`config.mk`:
```
export PLATFORM = sky130hd
export DESIGN_NAME = imem_boot
export DESIGN_NICKNAME = d
export VERILOG_FILES = /design/src/rtl/imem_pkg.sv /design/src/rtl/imem_load_ctrl.sv /design/src/rtl/imem_boot.sv
export SDC_FILE = /design/constraint.sdc
export NUM_CORES = 1
export LEC_CHECK = 0
export ABC_AREA = 0
export ABC_CLOCK_PERIOD_IN_PS = 1900
export CORE_MARGIN = 1.5
export CORE_UTILIZATION = 25
export CTS_CLUSTER_DIAMETER = 100
export DETAILED_ROUTE_END_ITERATION = 10
export PLACE_DENSITY = 0.47
export SETUP_SLACK_MARGIN = 0.4
export SYNTH_ARGS = -nofsm -noshare
export SYNTH_HDL_FRONTEND = slang
export SYNTH_SLANG_ARGS = --single-unit
```
`constraint.sdc`:
```
create_clock -name clk -period 1.9 [get_ports clk]
set_input_delay 0.285 -clock clk [delete_from_list [all_inputs] [get_ports clk]]
set_output_delay 0.285 -clock clk [all_outputs]
set_load 0.02 [all_outputs]
```
`src/rtl/imem_pkg.sv`:
```
// Shared definitions for the boot-loadable instruction memory: FSM states,
// derived address-field widths and the fetch address fault check.
package imem_pkg;

    typedef enum logic {
        ST_LOAD = 1'b0,
        ST_RUN  = 1'b1
    } imem_state_t;

    // Widest fetch address the fault check accepts; narrower PCs are zero-extended.
    localparam int FAULT_PC_W = 64;

    function automatic int off_w(input int data_w);
        return $clog2(data_w / 8);
    endfunction

    function automatic int idx_w(input int depth);
        return $clog2(depth);
    endfunction

    // Any set bit below the word offset (misaligned) or above the index field
    // (outside the array) faults the access.
    function automatic logic addr_fault(input logic [FAULT_PC_W-1:0] pc,
                                        input int offw,
                                        input int idxw);
        logic f;
        f = 1'b0;
        for (int b = 0; b < FAULT_PC_W; b++) begin
            if (pc[b] && ((b < offw) || (b >= offw + idxw))) begin
                f = 1'b1;
            end
        end
        return f;
    endfunction

endpackage

```
`src/rtl/imem_load_ctrl.sv`:
```
// LOAD/RUN state machine and load pointer for the instruction memory; issues
// one write per accepted load word and stops at the last word or when full.
module imem_load_ctrl import imem_pkg::*; #(
    parameter int DEPTH = 16,
    parameter int IDX_W = idx_w(DEPTH)
) (
    input  logic             clk,
    input  logic             reset,
    input  logic             load_valid_i,
    input  logic             load_last_i,
    input  logic             reload_i,
    output logic             we_o,
    output logic [IDX_W-1:0] widx_o,
    output logic             load_ready_o,
    output logic             boot_done_o
);

    imem_state_t      state_q, state_d;
    logic [IDX_W-1:0] ptr_q, ptr_d;

    always_ff @(posedge clk) begin
        if (reset) begin
            state_q <= ST_LOAD;
            ptr_q   <= '0;
        end else begin
            state_q <= state_d;
            ptr_q   <= ptr_d;
        end
    end

    always_comb begin
        state_d      = state_q;
        ptr_d        = ptr_q;
        we_o         = 1'b0;
        widx_o       = ptr_q;
        load_ready_o = 1'b0;
        boot_done_o  = 1'b0;
        case (state_q)
            ST_LOAD: begin
                load_ready_o = 1'b1;
                if (load_valid_i) begin
                    we_o  = 1'b1;
                    ptr_d = ptr_q + IDX_W'(1);
                    // Leaving LOAD on the top word guarantees no write past DEPTH-1.
                    if (load_last_i || (ptr_q == IDX_W'(DEPTH - 1))) begin
                        state_d = ST_RUN;
                    end
                end
            end
            ST_RUN: begin
                boot_done_o = 1'b1;
                if (reload_i) begin
                    state_d = ST_LOAD;
                    ptr_d   = '0;
                end
            end
            default: begin
                state_d = ST_LOAD;
                ptr_d   = '0;
            end
        endcase
    end

endmodule

```
`src/rtl/imem_boot.sv`:
```
// Boot-loadable instruction memory: flop array filled through a streaming load
// port, then read through a registered fetch port with fault reporting.
module imem_boot import imem_pkg::*; #(
    parameter int              DATA_W    = 32,
    parameter int              DEPTH     = 16,
    parameter int              PC_W      = 32,
    parameter logic [DATA_W-1:0] FILL_WORD = '0
) (
    input  logic              clk,
    input  logic              reset,
    input  logic              load_valid,
    input  logic [DATA_W-1:0] load_data,
    input  logic              load_last,
    output logic              load_ready,
    input  logic              reload,
    output logic              boot_done,
    input  logic              fetch_req,
    input  logic [PC_W-1:0]   fetch_pc,
    output logic              fetch_valid,
    output logic [DATA_W-1:0] fetch_instr,
    output logic              fetch_fault
);

    localparam int OFF_W = off_w(DATA_W);
    localparam int IDX_W = idx_w(DEPTH);

    logic [DATA_W-1:0] mem_q [DEPTH];
    logic              we;
    logic [IDX_W-1:0]  widx;
    logic              accept;
    logic              fault;
    logic [IDX_W-1:0]  idx;

    logic              rsp_vld_q, rsp_vld_d;
    logic              rsp_fault_q, rsp_fault_d;
    logic [DATA_W-1:0] rsp_instr_q, rsp_instr_d;

    imem_load_ctrl #(
        .DEPTH (DEPTH),
        .IDX_W (IDX_W)
    ) u_load_ctrl (
        .clk          (clk),
        .reset        (reset),
        .load_valid_i (load_valid),
        .load_last_i  (load_last),
        .reload_i     (reload),
        .we_o         (we),
        .widx_o       (widx),
        .load_ready_o (load_ready),
        .boot_done_o  (boot_done)
    );

    always_ff @(posedge clk) begin
        if (reset) begin
            for (int i = 0; i < DEPTH; i++) begin
                mem_q[i] <= FILL_WORD;
            end
        end else if (we) begin
            mem_q[widx] <= load_data;
        end
    end

    // Fetches are only honoured in RUN; a reload in the same cycle still sees
    // RUN here, so that request is served from the pre-reload contents.
    assign accept = fetch_req && boot_done;
    assign idx    = fetch_pc[OFF_W+IDX_W-1:OFF_W];
    assign fault  = addr_fault(FAULT_PC_W'(fetch_pc), OFF_W, IDX_W);

    always_comb begin
        rsp_vld_d   = accept;
        rsp_fault_d = accept && fault;
        rsp_instr_d = '0;
        if (accept && !fault) begin
            rsp_instr_d = mem_q[idx];
        end
    end

    always_ff @(posedge clk) begin
        if (reset) begin
            rsp_vld_q   <= 1'b0;
            rsp_fault_q <= 1'b0;
            rsp_instr_q <= '0;
        end else begin
            rsp_vld_q   <= rsp_vld_d;
            rsp_fault_q <= rsp_fault_d;
            rsp_instr_q <= rsp_instr_d;
        end
    end

    assign fetch_valid = rsp_vld_q;
    assign fetch_fault = rsp_fault_q;
    assign fetch_instr = rsp_instr_q;

endmodule

```
# Word level (Yosys, flattened, before mapping)
# Memories as Yosys holds them, arrays and structs flattened. A register that Yosys moved wholly into a read port is not among the register bits.
# Index checks and enable logic that the tools add are counted.
[op_classes]
add_sub_neg = 1
eq_ne = 3
n_mux = 47
n_bitwise = 2
reduce_logical = 8
[ops]
columns = ["operator", "n"]
rows = [
  ["2-to-1 mux 1 bit", 41],
  ["2-to-1 mux 32 bit", 1],
  ["OR reduction 32 bit", 1],
  ["2-to-1 mux 4 bit", 3],
  ["one-hot mux 4 bit (2 select lines)", 1],
  ["adder 4 x 1 -> 4 bit, second input constant", 1],
  ["== test 4 bit, second input constant", 1],
  ["!= test 2 bit, second input constant", 2],
  ["logical AND 1 bit", 3],
  ["NOT 1 bit", 2],
  ["one-hot mux 1 bit (2 select lines)", 1],
  ["AND reduction 2 bit", 1],
  ["OR reduction 2 bit", 1],
  ["logical NOT 1 bit", 1],
  ["logical OR 1 bit", 1],
]
[word_totals]
regBits = 7
ramBits = 512
mem_count = 1
[mem_list]
columns = ["memory", "words", "width", "read_ports", "rd_clocked_by_memory_dff", "write_ports", "line_no", "source"]
rows = [
  ["mem_q", 16, 32, 1, 1, 16, "imem_boot.sv:27", "logic [DATA_W-1:0] mem_q [DEPTH];"],
]

# Depth between registers and ports, before layout
[depth]
ltp_word = 32
ltp_mapped = 6

# By module
# From an unflattened synthesis, not the netlist that was laid out.
[unflattened]
cells_unflattened = 1496
area_unflattened_um2 = 24008.0
[by_module_without_submodules]
columns = ["module", "instances", "cells_per_inst", "area_per_inst_um2"]
rows = [
  ["imem_boot", 1, 1468, 23772.8],
  ["imem_load_ctrl", 1, 28, 235.2],
]

# Worst setup path after synthesis
# Ideal clock, no wire load.
[synth_timing]
path_kind = "flip-flop to flip-flop"
startpoint = "reg u_load_ctrl.state_q"
endpoint = "mem mem_q[15][0], enable pin"
setup_ns = 0.375
arrival_ns = 1.564
t_required_ns = 1.525
path_slack_ns = -0.038
path_stages_with_launch = 5
n_path_buf = 0
path_cell_list = "dfxtp_1 > nor3b_2 > nand2_1 > nor2_1 > or2_2"
[synth_rtl]
columns = ["element", "line_no", "source"]
rows = [
  ["start: declaration", "imem_load_ctrl.sv:18", "imem_state_t state_q, state_d;"],
  ["start signal: assignment", "imem_load_ctrl.sv:26", "state_q <= state_d;"],
  ["end: declaration", "imem_boot.sv:27", ""],
]

==> impl_metrics.csv <==
group,metric,value,unit
synthesis,syn_avg_cell_area,16.0,um^2
floorplan,ios,106,
worst_setup_path,critPathMaxStageDelay,350,ps
synthesis,ys_seq_area_share,67.5,%
global_route,grt_max_degree,33,
clock_tree,cts_sinks,551,
synthesis,async_flop_share,0,%
synthesis,yosysTopAreaCell,"edfxtp_1",
worst_setup_path,slowest_stage,"dfxtp_4",
outcome,status,"finished, final reports clean",
timing,fin_crit_sh,95.2,%
worst_setup_path,reg2reg_to,"mem_q[3][5]",
detailed_routing,vias,13500,
detailed_routing,routed_wl,71.8,mm
clock_tree,cts_buffers,61,
timing,final.setup_skew,48.5,ps
finish,stdcell_count,3045,
floorplan,start_util,25.2,%
timing,slew_headroom,57.8,%
worst_setup_path,rrSetupSlack,90,ps
floorplan,die_area,97700,um^2
run,cap_violations,0,
worst_setup_path,end_kind,"flop",
timing,finalWorstSetupSlack,92.0,ps
hold_path,hold_class,"in2reg",
worst_setup_path,worstPathMaxFanout,16,
finish,layout_commonest_cell,"edfxtp_1",
clock_tree,cts_root_buffer,"clkbuf_16",
global_route,grt_usage,14.5,%
timing,rsz0062_at_grt,"yes",
floorplan,die_y,312,um
synthesis,synthDistinctLibCells,30,
finish,regArea,16200,um^2
clock_tree,insertion_delay,660,ps
global_route,antenna_found_initial,5,
detailed_routing,first_iter_violations,1094,
finish,area_growth,28.8,%
timing,period_needed,1810,ps
floorplan,coreArea,95000,um^2
finish,drive_gt1_share,29.4,%
detailed_routing,ant_nets,0,
placement,numPortBuffers,105,
finish,final_net_count,1799,
synthesis,yosys_warnings,0,
hold_path,worstHoldPathCells,4,
finish,stdcell_area,30800,um^2
synthesis,yosysTopAreaCellShare,64.2,%
clock_tree,tritoncts,"done",
worst_setup_path,r2r_start,"u_load_ctrl.state_q",
floorplan,die_w,312,um
power_and_ir_drop,leakage,0.0111,uW
worst_setup_path,cp_data_arrival_time,2330,ps
timing,hold_violations,0,
clock_tree,path_clk_slew,60,ps
detailed_routing,drc_errors,0,
global_route,grt_pass1_wl,103,mm
timing,fmax,553,MHz
timing,hold_ws,400,ps
finish,layout_common_cells,"edfxtp_1 (512), and2_1 (503), mux4_2 (128)",
hold_path,min_from,"fetch_pc[4]",
placement,place.gp.congestion,0.768,
floorplan,core.rowCount,113,
placement,place_inst,2896,
timing,worstMarginPinSlew,631,ps
hold_path,min_to,"fetch_instr[18]",
placement,postPlaceCellArea,28200,um^2
power_and_ir_drop,peakVddDrop,718,uV
worst_setup_path,critical_path_class,"reg2reg",
synthesis,postSynthRegisterBits,551,
worst_setup_path,reg2regPathDepth,7,
clock_tree,max-clock-path-buffers,3,
worst_setup_path,required,2430,ps
synthesis,synth_nets,1572,
global_route,first_global_vias,14500,
power_and_ir_drop,power.density,917,nW/um^2
placement,pre_cts_ws,-402,ps
detailed_routing,wl_per_cell,23.6,um
synthesis,syn_inst,1498,
finish,fillerInstances,9139,
timing,slew_violations,0,
synthesis,ys.flop_type,"edfxtp_1",
finish,multi_input_area,7500,um^2
placement,dp_hpwl,44.8,mm
detailed_routing,vias_per_cell,4.44,
global_route,grt_overflow,0,
worst_setup_path,start_kind,"flop",
synthesis,synth_area_leaders,"edfxtp_1 (64%), and2_1 (13%), mux4_2 (12%)",
worst_setup_path,path_cells,"nor3b_4 > buf_12 > nand2_2 > nor3_4 > buf_4 > bufbuf_16 > and2_1",
clock_tree,htree_levels,2,
synthesis,syn-cell-area,23900,um^2
synthesis,synth_edf_count,512,
detailed_routing,drt_pass1_iterations,5,
timing,finalSetupViolations,0,
-- kinds of logic after synthesis --
| kind of cell | Yosys count | synth area share (%) |
|---|---|---|
| adder cells (fa/ha/maj) | 4 | 0.209 |
| AND/OR/NAND/NOR | 576 | 14.9 |
| flip-flops | 551 | 67.5 |
| AO/OA/AOI/OAI | 105 | 2.93 |
| multiplexers | 129 | 12.1 |
| buffers and inverters | 133 | 2.39 |
-- metrics by stage --
stage               total power, uW  TNS (ps)  utilization [%]
floorplan                     15000         0                -
global placement              16100   -227520             29.7
detailed placement            16100   -257160             29.7
CTS                           28600         0             32.2
global route                  29200         0             32.5
finish                        28300         0             32.5
-- area by class of cell --
type	instances	area share (%)
Multi-Input combinational cell	814	24.3
Tap cell	1265	5.13
Clock buffer	85	5.57
Inverter	3	0.0487
Clock inverter	30	1.28
Timing Repair Buffer	294	11.2
Sequential cell	551	52.4
Antenna cell	3	0.0243
-- how the worst max path moves through the flow --
stage,from,end,slack [ps],cells after the start
final,u_load_ctrl.state_q,mem_q[3][5],90,7
after global routing,u_load_ctrl.state_q,mem_q[3][9],30,7
after CTS,u_load_ctrl.state_q,mem_q[13][8],110,6
after detailed placement,load_valid,mem_q[3][22],-400,7
after global placement,reset,fetch_instr[29],-390,8
after floorplan,u_load_ctrl.state_q,mem_q[3][0],220,4
-- per-layer routing --
layer	track usage, %	part of all wire [%]
met1	19.8	45
met2	24.4	48
met3	2.32	4.8
met4	3.02	1.6
met5	0	0.014
-- sequential cells by signal, summed over array words and instances (netlist names) --
register / flops
fetch_fault: 1
fetch_instr: 32
fetch_valid: 1
mem_q: 512
u_load_ctrl.state_q: 1
u_load_ctrl.widx_o: 4
-- cell usage after synthesis, types with 2 or more instances --
master	count
a311oi_1	2
edfxtp_1	512
ha_1	4
nand2b_1	3
a21boi_0	2
buf_4	11
nor4_1	7
or2_2	17
nor2_1	15
nor3_2	4
a21oi_1	34
and2_1	513
buf_6	3
inv_1	3
dfxtp_1	39
buf_2	8
nand2_1	8
nor2b_1	3
nor3b_2	2
a22oi_1	65
mux4_2	128
clkbuf_1	107
-- worst max-delay path, delay by kind of cell (launching register included) --
family | cells | cell delay, ps
buf+inv | 3 | 600
flops | 1 | 350
simple gates | 4 | 710
-- what timing repair did --
| item | CTS | global route |
|---|---|---|
| hold buffers | 0 | 0 |
| cloned | 6 | 4 |
| resized for setup | 184 | 29 |
| endpoints found under the setup margin | 1092 | 1061 |
| setup buffers | 15 | 6 |
| pin swaps | 4 | 6 |
-- where the power goes --
part	total, uW	switching [uW]	internal, uW
logic	2160	1140	1020
clock network	12400	5070	7290
registers	13800	116	13700
Power figures use the tool's default switching activity.
